## src/rtl/hazard_scoreboard_pkg.sv

```systemverilog
`default_nettype none
// ============================================================================
// Module      : hazard_scoreboard_pkg
// Description : Shared stage/latency encodings for the hazard scoreboard.
// Revision    : 1.0 - initial release
// ============================================================================
package hazard_scoreboard_pkg;

    localparam int FWD_RF    = 0;
    localparam int STAGE_EX  = 1;
    localparam int STAGE_MEM = 2;
    localparam int STAGE_WB  = 3;
    localparam int LAT_ALU   = 1;
    localparam int LAT_LOAD  = 2;

    // A zero latency would never block anything, so it is lifted to ALU latency.
    function automatic int clamp_lat(input int lat, input int max_lat);
        if (lat < LAT_ALU)
            return LAT_ALU;
        if (lat > max_lat)
            return max_lat;
        return lat;
    endfunction

endpackage
`default_nettype wire

```

## src/rtl/hazard_scoreboard_entry.sv

```systemverilog
`default_nettype none
// ============================================================================
// Module      : hazard_scoreboard_entry
// Description : Pending/age/latency state for one architectural register.
// Revision    : 1.0 - initial release
// ============================================================================
module hazard_scoreboard_entry #(
    parameter int WB_STAGES = 3,
    parameter int AGE_W     = 2
) (
    input  logic             clk,
    input  logic             rst,
    input  logic             set,
    input  logic [AGE_W-1:0] set_lat,
    input  logic             advance,
    output logic             pend,
    output logic [AGE_W-1:0] age,
    output logic [AGE_W-1:0] lat
);

    localparam logic [AGE_W-1:0] c_AGE_LAST = AGE_W'(WB_STAGES);

    logic             r_pend;
    logic [AGE_W-1:0] r_age;
    logic [AGE_W-1:0] r_lat;

    // A new writer replaces any older in-flight write to the same register.
    always_ff @(posedge clk or posedge rst) begin
        if (rst) begin
            r_pend <= 1'b0;
            r_age  <= '0;
            r_lat  <= '0;
        end else if (set) begin
            r_pend <= 1'b1;
            r_age  <= AGE_W'(1);
            r_lat  <= set_lat;
        end else if (advance && r_pend) begin
            if (r_age == c_AGE_LAST) begin
                r_pend <= 1'b0;
                r_age  <= '0;
            end else begin
                r_age  <= r_age + AGE_W'(1);
            end
        end
    end

    assign pend = r_pend;
    assign age  = r_age;
    assign lat  = r_lat;

endmodule
`default_nettype wire

```

## src/rtl/hazard_scoreboard.sv

```systemverilog
`default_nettype none
// ============================================================================
// Module      : hazard_scoreboard
// Description : Decode-stage RAW stall and forwarding-select generator.
// Revision    : 1.0 - initial release
// ============================================================================
module hazard_scoreboard
    import hazard_scoreboard_pkg::*;
#(
    parameter  int NUM_REGS  = 32,
    parameter  int WB_STAGES = STAGE_WB,
    parameter  int CNT_W     = 32,
    localparam int RA_W      = $clog2(NUM_REGS),
    localparam int AGE_W     = $clog2(WB_STAGES + 1)
) (
    input  logic             clk,
    input  logic             rst,
    input  logic             hold,
    input  logic             issue_valid,
    output logic             issue_ready,
    input  logic [RA_W-1:0]  rs_addr,
    input  logic             rs_used,
    input  logic [RA_W-1:0]  rt_addr,
    input  logic             rt_used,
    input  logic             wr_en,
    input  logic [RA_W-1:0]  wr_addr,
    input  logic [AGE_W-1:0] wr_lat,
    output logic [AGE_W-1:0] rs_fwd_sel,
    output logic [AGE_W-1:0] rt_fwd_sel,
    output logic [CNT_W-1:0] stall_cycles
);

    logic [NUM_REGS-1:0] w_pend;
    logic [AGE_W-1:0]    w_age [NUM_REGS];
    logic [AGE_W-1:0]    w_lat [NUM_REGS];

    logic             w_fire;
    logic             w_wr_go;
    logic [AGE_W-1:0] w_set_lat;

    logic             w_rs_pend, w_rt_pend;
    logic [AGE_W-1:0] w_rs_age, w_rt_age;
    logic [AGE_W-1:0] w_rs_lat, w_rt_lat;
    logic             w_rs_nz, w_rt_nz;
    logic             w_haz_rs, w_haz_rt;

    logic [CNT_W-1:0] r_stall_cycles;

    assign w_fire    = issue_valid & issue_ready & ~hold;
    assign w_wr_go   = w_fire & wr_en & (wr_addr != '0);
    assign w_set_lat = AGE_W'(clamp_lat(int'(wr_lat), WB_STAGES));

    // r0 is hardwired zero and therefore never pending.
    assign w_pend[0] = 1'b0;
    assign w_age[0]  = '0;
    assign w_lat[0]  = '0;

    for (genvar gi = 1; gi < NUM_REGS; gi++) begin : g_entry
        hazard_scoreboard_entry #(
            .WB_STAGES (WB_STAGES),
            .AGE_W     (AGE_W)
        ) u_entry (
            .clk     (clk),
            .rst     (rst),
            .set     (w_wr_go && (wr_addr == RA_W'(gi))),
            .set_lat (w_set_lat),
            .advance (~hold),
            .pend    (w_pend[gi]),
            .age     (w_age[gi]),
            .lat     (w_lat[gi])
        );
    end

    assign w_rs_pend = w_pend[rs_addr];
    assign w_rs_age  = w_age[rs_addr];
    assign w_rs_lat  = w_lat[rs_addr];
    assign w_rt_pend = w_pend[rt_addr];
    assign w_rt_age  = w_age[rt_addr];
    assign w_rt_lat  = w_lat[rt_addr];

    assign w_rs_nz = (rs_addr != '0);
    assign w_rt_nz = (rt_addr != '0);

    // Result not yet produced by the stage it will be forwarded from.
    assign w_haz_rs = rs_used & w_rs_nz & w_rs_pend & (w_rs_age < w_rs_lat);
    assign w_haz_rt = rt_used & w_rt_nz & w_rt_pend & (w_rt_age < w_rt_lat);

    assign issue_ready = ~(w_haz_rs | w_haz_rt);
    assign rs_fwd_sel  = (w_rs_nz && w_rs_pend) ? w_rs_age : AGE_W'(FWD_RF);
    assign rt_fwd_sel  = (w_rt_nz && w_rt_pend) ? w_rt_age : AGE_W'(FWD_RF);

    always_ff @(posedge clk or posedge rst) begin
        if (rst)
            r_stall_cycles <= '0;
        else if (issue_valid && !issue_ready && !hold && (r_stall_cycles != '1))
            r_stall_cycles <= r_stall_cycles + CNT_W'(1);
    end

    assign stall_cycles = r_stall_cycles;

endmodule
`default_nettype wire

```

## config.mk

```make
export PLATFORM = sky130hd
export DESIGN_NAME = hazard_scoreboard
export DESIGN_NICKNAME = d
export VERILOG_FILES = /design/src/rtl/hazard_scoreboard_pkg.sv /design/src/rtl/hazard_scoreboard_entry.sv /design/src/rtl/hazard_scoreboard.sv
export SDC_FILE = /design/constraint.sdc
export NUM_CORES = 1
export LEC_CHECK = 0
export CORE_ASPECT_RATIO = 1.5
export CORE_MARGIN = 5
export CORE_UTILIZATION = 55
export DETAILED_ROUTE_END_ITERATION = 10
export DONT_BUFFER_PORTS = 1
export MAX_ROUTING_LAYER = met4
export PLACE_DENSITY = 0.68
export SKIP_CTS_REPAIR_TIMING = 1
export SLEW_MARGIN = 20
export SYNTH_ARGS = -nofsm -noshare
export SYNTH_HDL_FRONTEND = slang
export SYNTH_SLANG_ARGS = --single-unit
```

## constraint.sdc

```tcl
create_clock -name clk -period 7 [get_ports clk]
set_input_delay 1.05 -clock clk [delete_from_list [all_inputs] [get_ports clk]]
set_output_delay 1.05 -clock clk [all_outputs]
set_load 0.01 [all_outputs]
```

### Word level (Yosys, flattened, before mapping)

Index checks and enable logic that the tools add are counted.

* add/subtract/negate cells: 32
* magnitude comparators: 7
* equal/unequal tests: 63
* multiplexer cells: 207
* bitwise logic cells: 15
* reductions and logical operators: 164

Operator list (count)
* two-way mux 2 bit: 104
* nonzero test 2 bit: 62
* two-way mux 1 bit: 97
* == test 5 bit, second input constant: 16
* logical AND 1 bit: 67
* adder 2 x 1 -> 2 bit, second input constant: 31
* == test 2 bit, second input constant: 31
* AND reduction 2 bit: 31
* binary-select mux 2 bit (select 5 bit): 4
* == test 5 x 4 -> 1 bit, second input constant: 8
* adder 32 x 1 -> 32 bit, second input constant: 1
* inequality test 32 bit, second input constant: 1
* == test 5 x 3 -> 1 bit, second input constant: 4
* nonzero test 5 bit: 3
* greater-or-equal comparator 6 bit, second input constant: 2
* < comparator 5 x 6 -> 1 bit, second input constant: 2
* NOT 5 -> 6 bit: 2
* bitwise AND 1 bit: 10
* binary-select mux 1 bit (select 5 bit): 2
* == test 5 x 2 -> 1 bit, second input constant: 2
* == test 5 x 1 -> 1 bit, second input constant: 1
* < comparator 2 bit: 2
* < comparator 2 x 1 -> 1 bit, second input constant: 1
* NOT 1 bit: 2
* other kinds (2): 2

* register bits: 187
* input port bits: 24
* output and inout bits: 37
* logic and storage cells: 582

### Logic depth before layout (Yosys ltp)

Gate-level depths: netlist (run 1).

* word-level depth: 15
* depth in mapped cells: 19
* depth with buffers taken out: 14

### Hierarchy

Synthesis (run 1) repeated with hierarchy kept, for this count alone.

* cell total of the unflattened synthesis: 976
* area, all modules: 11536.1 um2

By module, submodules not included
* hazard_scoreboard_entry: instances 31, cells an instance 17, area an instance 216.5 um2, sequential area each 125.1 um2
* hazard_scoreboard: instances 1, cells an instance 449, area an instance 4825.9 um2, sequential area each 800.8 um2

### Worst setup path after synthesis (run 1)

No wires, ideal clock.

* path kind: input to output
* from: in rs_addr[0]
* to: out issue_ready
* data arrival time: 4.587 ns
* data required time: 5.950 ns
* setup slack: 1.363 ns
* stages on the path: 18
* path through: buf_6 > buf_2 > buf_2 > buf_2 > mux4_2 > mux4_2 > nor2_1 > nor2_1 > ha_1 > nand2_1 > a31oi_1 > o211ai_1 > nand3b_1 > nor4_4 > nor2_4 > buf_6 > buf_6 > buf_2

* cells in the longest elaborated chain, start to end: 8
* elaborated cells on any way between the ends: 16
* classes of those cells: 1 x order compare; 8 x mux; 6 x bitwise; 1 x reduce/logical

RTL lines
* start: declaration: line hazard_scoreboard.sv:21 `input logic [RA_W-1:0] rs_addr,`
* NOT 5 -> 6 bit (implied by the code): line hazard_scoreboard.sv:75, hazard_scoreboard.sv:76
* binary-select mux 2 bit (select 5 bit) (on tied branches): line hazard_scoreboard.sv:75, hazard_scoreboard.sv:76
* two-way mux 2 bit (on tied branches) (2 in series): line hazard_scoreboard.sv:75, hazard_scoreboard.sv:76
* < comparator 2 bit: line hazard_scoreboard.sv:85 `assign w_haz_rs = rs_used & w_rs_nz & w_rs_pend & (w_rs_age < w_rs_lat);`
* bitwise AND 1 bit (*): line hazard_scoreboard.sv:85
* OR 1 bit (*): line hazard_scoreboard.sv:88 `assign issue_ready = ~(w_haz_rs | w_haz_rt);`
* NOT 1 bit (*): line hazard_scoreboard.sv:88
* end: declaration: line hazard_scoreboard.sv:20 `output logic issue_ready,`

Mark *: on every way between the ends. The rest lies on a longest branch, timed or not. The select of a mux whose other input is x is not followed.

### Worst setup path in the final report (run 1)

* from: in rs_addr[1]
* to: out issue_ready

Same word-level chain as after synthesis.

==> metrics.md, run 1 <==
| Metric | Value |
|---|---|
| Xor and xnor area share after synthesis | `0.0241` |
| Placed Area | `0.0113 mm²` |
| Number of placement rows | `64` |
| Bufs on Longest Clock Path | `2` |
| Total Power | `3610 µW` |
| Final period util | `0.719` |
| Worst Tran Pin Value | `0.909 ns` |
| Synthesis-to-finish area growth | `6.00%` |
| Number of flops mapped to enable cells by yosys | `0` |
| DP HPWL | `20200 µm` |
| Max cap viols | `0` |
| Grt ovf | `0` |
| Reg2reg end | `g_entry[8].u_entry.lat[1]` |
| Clk_lat worst skew | `0.45 ns` |
| Placed Cells | `1167` |
| DRT iter0 DRCs | `653` |
| Largest net degree at the start of global routing | `123` |
| Reg clk slew, reported paths | `0.07 ns` |
| Antenna diodes | `0` |
| DIE AREA | `0.0235 mm²` |
| Endpoint class of the critical path | `primary output` |
| Multiplexer share of the synthesized area | `0.268` |
| Worst EP required | `5.95 ns` |
| DR WL/cell | `23.7 µm` |
| Power Dens Cells | `302 mW/mm²` |
| CTS Buf Count | `17` |
| Minimum clock period | `5.03 ns` |
| Final net count | `980` |
| Fin. max-slew vios | `0` |
| Routed Antenna Nets | `0` |
| Worst-path maximum fanout | `42` |
| Min-delay src | `g_entry[5].u_entry.lat[0]` |
| Number of global-route vias before repair | `7975` |
| H-tree Lvls | `4` |
| Initial antenna violation count | `0` |
| Die height | `185 µm` |
| Syn Inst Count | `960` |
| Compound-Gate Fraction of Synth Area | `0.0733` |
| Count of boundary I/O pins | `61` |
| Post-DR vias/cell | `6.46` |
| Worst Hold Class | `flop to flop` |
| RSZ-0062 raised after global routing | `no` |
| Leak | `0.00570 µW` |
| Drt pass-1 iters | `4` |
| Post-synthesis cell area | `0.0113 mm²` |
| Placer Congestion | `0.940` |
| Fin util | `0.589` |
| Fmax | `199 MHz` |
| R2R Setup Slk | `2.74 ns` |
| Vias | `7749` |
| Setup Skew | `0.0121 ns` |
| Prevailing post-synth register cell | `dfrtp_1` |
| CTS tree | `yes` |
| Fin cells | `1199` |
| Final Hold Viols | `0` |
| Hold Path End | `g_entry[5].u_entry.lat[0]` |
| Clock Sink Count | `187` |
| Post-synthesis adder-cell area fraction | `0.0378` |
| Slew Limit Headroom | `0.391` |
| Total Routed Length | `28400 µm` |
| Number of remaining DRC errors | `0` |
| Peak VDD IR | `0.000175 V` |
| Port Buffers | `0` |
| Synth Area in Simple Gates | `0.140` |
| Core area | `0.0203 mm²` |
| Setup crit start | `rs_addr[1]` |
| Worst R2R Start | `g_entry[23].u_entry.age[1]` |
| Starting Density | `0.556` |
| Synth Warn # | `0` |
| Global-route wire length before repair | `45800 µm` |
| Arr. time, crit path | `3.98 ns` |
| Largest family of logic cells by synthesized area | `multiplexers` |
| Register area share after synthesis | `0.416` |
| Ys async rst share | `1.00` |
| Synthesized area per cell | `11.7 µm²` |
| Clock root buffer master | `clkbuf_16` |
| FF-to-FF path depth | `14` |
| Critical path launch point type | `primary input` |
| Yosys cell types | `62` |
| Min-Delay Path Depth | `1` |
| Net Count, Synth | `1018` |
| Setup violations, final | `0` |
| Status | `finished, final reports clean` |
| Setup tns final | `0 ns` |
| Die Span X | `127 µm` |
| WS Path Type | `primary input to primary output` |
| #FFs+latches synth | `187` |
| Finished Cell Area | `0.0119 mm²` |
| GR Util All Layers | `0.263` |
| Ratio of cells with drive above 1 in the final layout | `0.204` |
## critical path, stage by stage
cell and delay, ns:
mux2_2 0.33, a22o_1 0.19, mux4_2 0.46, nor2_1 0.15, nor2_1 0.06, ha_1 0.31
nand2_1 0.06, a31oi_1 0.15, o211ai_1 0.12, nand3b_1 0.14, nor4_4 0.07, nor2_4 0.53
buf_4 0.32
## layout by cell type, fill, tap and decap left out, drive strengths merged, types with 4 or more instances in the layout
cell type,n
nand3,38
nand4,6
xor2,26
buf,7
nor2b,9
a21o,11
and3,14
ha,34
xnor2,5
nor4,6
mux4,73
a21oi,24
nor2,43
mux2i,46
clkbuf,23
nand2b,46
mux2,80
nor3,51
inv,35
a211o,10
a31oi,22
o21ai,25
dfrtp,187
nand2,62
clkinv,4
a221oi,6
## synth_stat cells (all sizes together), types with 2 or more instances
library cell  instances  area, µm²
dfrtp               187       4680
mux2                 80        916
mux4                 73       1640
nand2                62        233
nor3                 51        255
mux2i                46        460
nand2b               46        288
nor2                 43        169
buf                  38        230
nand3                38        270
ha                   34        425
inv                  34        128
clkbuf               26       97.6
xor2                 26        228
o21ai                25        129
a21oi                24        120
a31oi                22        138
and3                 14       87.6
a21o                 11       82.6
a211o                10       87.6
nor2b                 9       56.3
a221oi                6       52.6
nand4                 6       37.5
nor4                  6       71.3
xnor2                 5       43.8
a2111oi               3       26.3
a211oi                3       37.5
and2                  3       18.8
and4                  3       26.3
a22o                  2       17.5
nand3b                2       15.0
o22ai                 2       12.5
o31ai                 2       15.0
## power by group
| group | switching, µW | internal (µW) |
|---|---|---|
| Sequential | 349 | 1330 |
| Combinational | 402 | 527 |
| Clock | 421 | 574 |
| Total | 1170 | 2430 |
## metrics by stage
step | hold WS (ns) | setup slack [ns]
CTS | 0.517 | 2.02
detailed placement | 0.501 | 2.03
floorplan | 0.476 | 0.865
finish | 0.518 | 1.97
global route | 0.530 | 1.83
global placement | 0.488 | 2.11
## final cells by class
type / count / area, µm²
Inverter: 35 / 139
Multi-Input combinational cell: 674 / 6130
Timing Repair Buffer: 7 / 52.6
Sequential cell: 187 / 4680
Clock buffer: 23 / 498
Tap cell: 264 / 330
Fill cell: 1648 / 8320
Clock inverter: 9 / 110
## state kept, by name (all words and copies together), names as in the netlist
register,count
g_entry.u_entry.pend,31
stall_cycles,32
g_entry.u_entry.age,62
g_entry.u_entry.lat,62
## routing by layer
metal,track usage,share of wire,up-vias
met5,-,0,-
met4,0.0927,0.030,0
met3,0.0568,0.059,50
met2,0.439,0.51,226
met1,0.318,0.40,3988
li1,-,-,3485
## cell families (layout without fill, tap and decap cells)
family	after synthesis	in the layout
AOI/OAI and AO/OA	121	121
DFF	187	187
adders and majority gates	34	34
xor gates and xnor gates	31	31
buffers and inverters	99	74
and+or+nand+nor	289	289
muxes	199	199
## worst max-delay path by stage
stage,end,slack (ns),cells after the start
finish,issue_ready,1.97,13
detailed placement,issue_ready,2.03,12
global route,issue_ready,1.83,13
global placement,issue_ready,2.11,13
CTS,issue_ready,2.02,12
floorplan,g_entry[10].u_entry.age[0],0.86,1
Note: power is estimated with default switching activity, not from simulation.
==> run 2: changes to the inputs <==
- clock period: 7 -> 4.8 ns (I/O delays scaled with it)
==> metrics.md, run 2 (synthesized netlist as in run 1, its figures left out) <==
| Metric | Value |
|---|---|
| Fin. max-slew vios | `0` |
| Multi-input logic area | `0.00613 mm²` |
| Worst EP required | `4.08 ns` |
| Synthesis-to-finish area growth | `5.60%` |
| Status | `finished, final reports clean` |
| P_int | `3400 µW` |
| Number of placement rows | `64` |
| Reg clk slew, reported paths | `0.07 ns` |
| Ratio of cells with drive above 1 in the final layout | `0.204` |
| Final Hold Viols | `0` |
| GR Util All Layers | `0.265` |
| Setup violations, final | `0` |
| Worst Tran Pin Value | `1.01 ns` |
| Placer Congestion | `0.913` |
| Grt ovf | `0` |
| Largest net degree at the start of global routing | `106` |
| Sw Ratio | `0.339` |
| Commonest non-fill, non-tap cells in the layout | `dfrtp_1 (187), mux4_2 (73), nand2_1 (62), nor3_1 (51)` |
| FF+latch area | `0.00468 mm²` |
| Clock Sink Count | `187` |
| Slew Limit Headroom | `0.319` |
| Seq pwr share | `0.477` |
| DRT iter0 DRCs | `597` |
| Final period util | `0.880` |
| WHS | `0.238 ns` |
| Placed Area | `0.0114 mm²` |
| Psw | `1740 µW` |
| Bufs on Longest Clock Path | `2` |
| WS Path Type | `flop to primary output` |
| Arr. time, crit path | `3.50 ns` |
| Total Routed Length | `28700 µm` |
| Number of remaining DRC errors | `0` |
| Finished Cell Area | `0.0119 mm²` |
| Setup Skew | `0.00835 ns` |
| Commonest non-fill, non-tap cell in the layout | `dfrtp_1` |
| Clock power share | `0.257` |
| Core area | `0.0203 mm²` |
| Routed Antenna Nets | `0` |
| Worst-path maximum fanout | `48` |
| Critical path launch point type | `flop` |
| Max cap viols | `0` |
| Power Dens Cells | `432 mW/mm²` |
| Global-route wire length before repair | `46100 µm` |
| Initial antenna violation count | `1` |
| Endpoint class of the critical path | `primary output` |
| DP HPWL | `20400 µm` |
| Minimum clock period | `4.22 ns` |
| Vias | `7795` |
| Drt pass-1 iters | `4` |
| Setup tns final | `0 ns` |
| # fillers | `1651` |
| CTS tree | `yes` |
| DIE AREA | `0.0235 mm²` |
| Final net count | `980` |
| RSZ-0062 raised after global routing | `no` |
| Die height | `185 µm` |
| Combinational share of power | `0.266` |
| Port Buffers | `0` |
| Post-DR vias/cell | `6.50` |
| Count of boundary I/O pins | `61` |
| Clock root buffer master | `clkbuf_16` |
| DR WL/cell | `23.9 µm` |
| Fmax | `237 MHz` |
| Peak VDD IR | `0.000246 V` |
| Starting Density | `0.556` |
| Leak | `0.00567 µW` |
| Number of global-route vias before repair | `8043` |
| Worst Hold Class | `primary input to async pin` |
| Clk_lat worst skew | `0.45 ns` |
| CTS Buf Count | `17` |
| Die Span X | `127 µm` |
| H-tree Lvls | `4` |
[run 2: critical path: stages, from the launching register on]
cell and delay, ns:
dfrtp_1 0.47, mux4_2 0.49, mux4_2 0.47, nor2_1 0.14
nor2_1 0.07, ha_1 0.30, nand2_1 0.06, a31oi_1 0.15
o211ai_1 0.12, nand3b_1 0.15, nor4_4 0.07, nor2_4 0.22
buf_12 0.30
[run 2: final timing paths]
kind                       cells past startpoint  slack, ns                  startpoint                         end
max                                           12       0.58   g_entry[4].u_entry.age[1]                 issue_ready
min                                            1       0.24                         rst  g_entry[19].u_entry.lat[1]
max reg2reg                                   14       0.94   g_entry[4].u_entry.age[1]  g_entry[23].u_entry.lat[0]
min reg2reg                                    1       0.52  g_entry[18].u_entry.lat[1]  g_entry[18].u_entry.lat[1]
max in group asynchronous                      2       3.45                         rst  g_entry[11].u_entry.age[1]
min in group clk                               1       0.41                   wr_lat[1]  g_entry[11].u_entry.lat[1]
[run 2: through the flow]
stage	worst slack, ns	cells	total power (µW)	utilization
floorplan	0.0569	960	3440	-
global placement	0.811	1167	3800	0.560
detailed placement	0.739	1167	3840	0.560
CTS	0.601	1199	5160	0.587
global route	0.398	1200	5450	0.587
finish	0.575	1200	5140	0.587
[run 2: cell type report]
class | instances | share of cell area
antenna | 1 | 0.000210
clock buffer | 20 | 0.0376
clock inverter | 12 | 0.00758
inverter | 35 | 0.0114
multi-input combinational | 674 | 0.515
sequential | 187 | 0.394
tap | 264 | 0.0278
timing repair buffer | 7 | 0.00652
[run 2: routing by layer]
layer	vias to the layer above	track usage	share of wire
li1	3479	-	-
met1	3972	0.311	0.38
met2	276	0.441	0.52
met3	68	0.0574	0.064
met4	0	0.118	0.038
met5	-	-	0
[run 2: power by group through the flow]
stage	Combinational (µW)	Clock, µW	Sequential [µW]
floorplan	1190	0	2250
global placement	1330	0	2470
detailed placement	1370	0	2470
CTS	1380	1340	2440
global route	1550	1400	2500
finish	1370	1320	2450
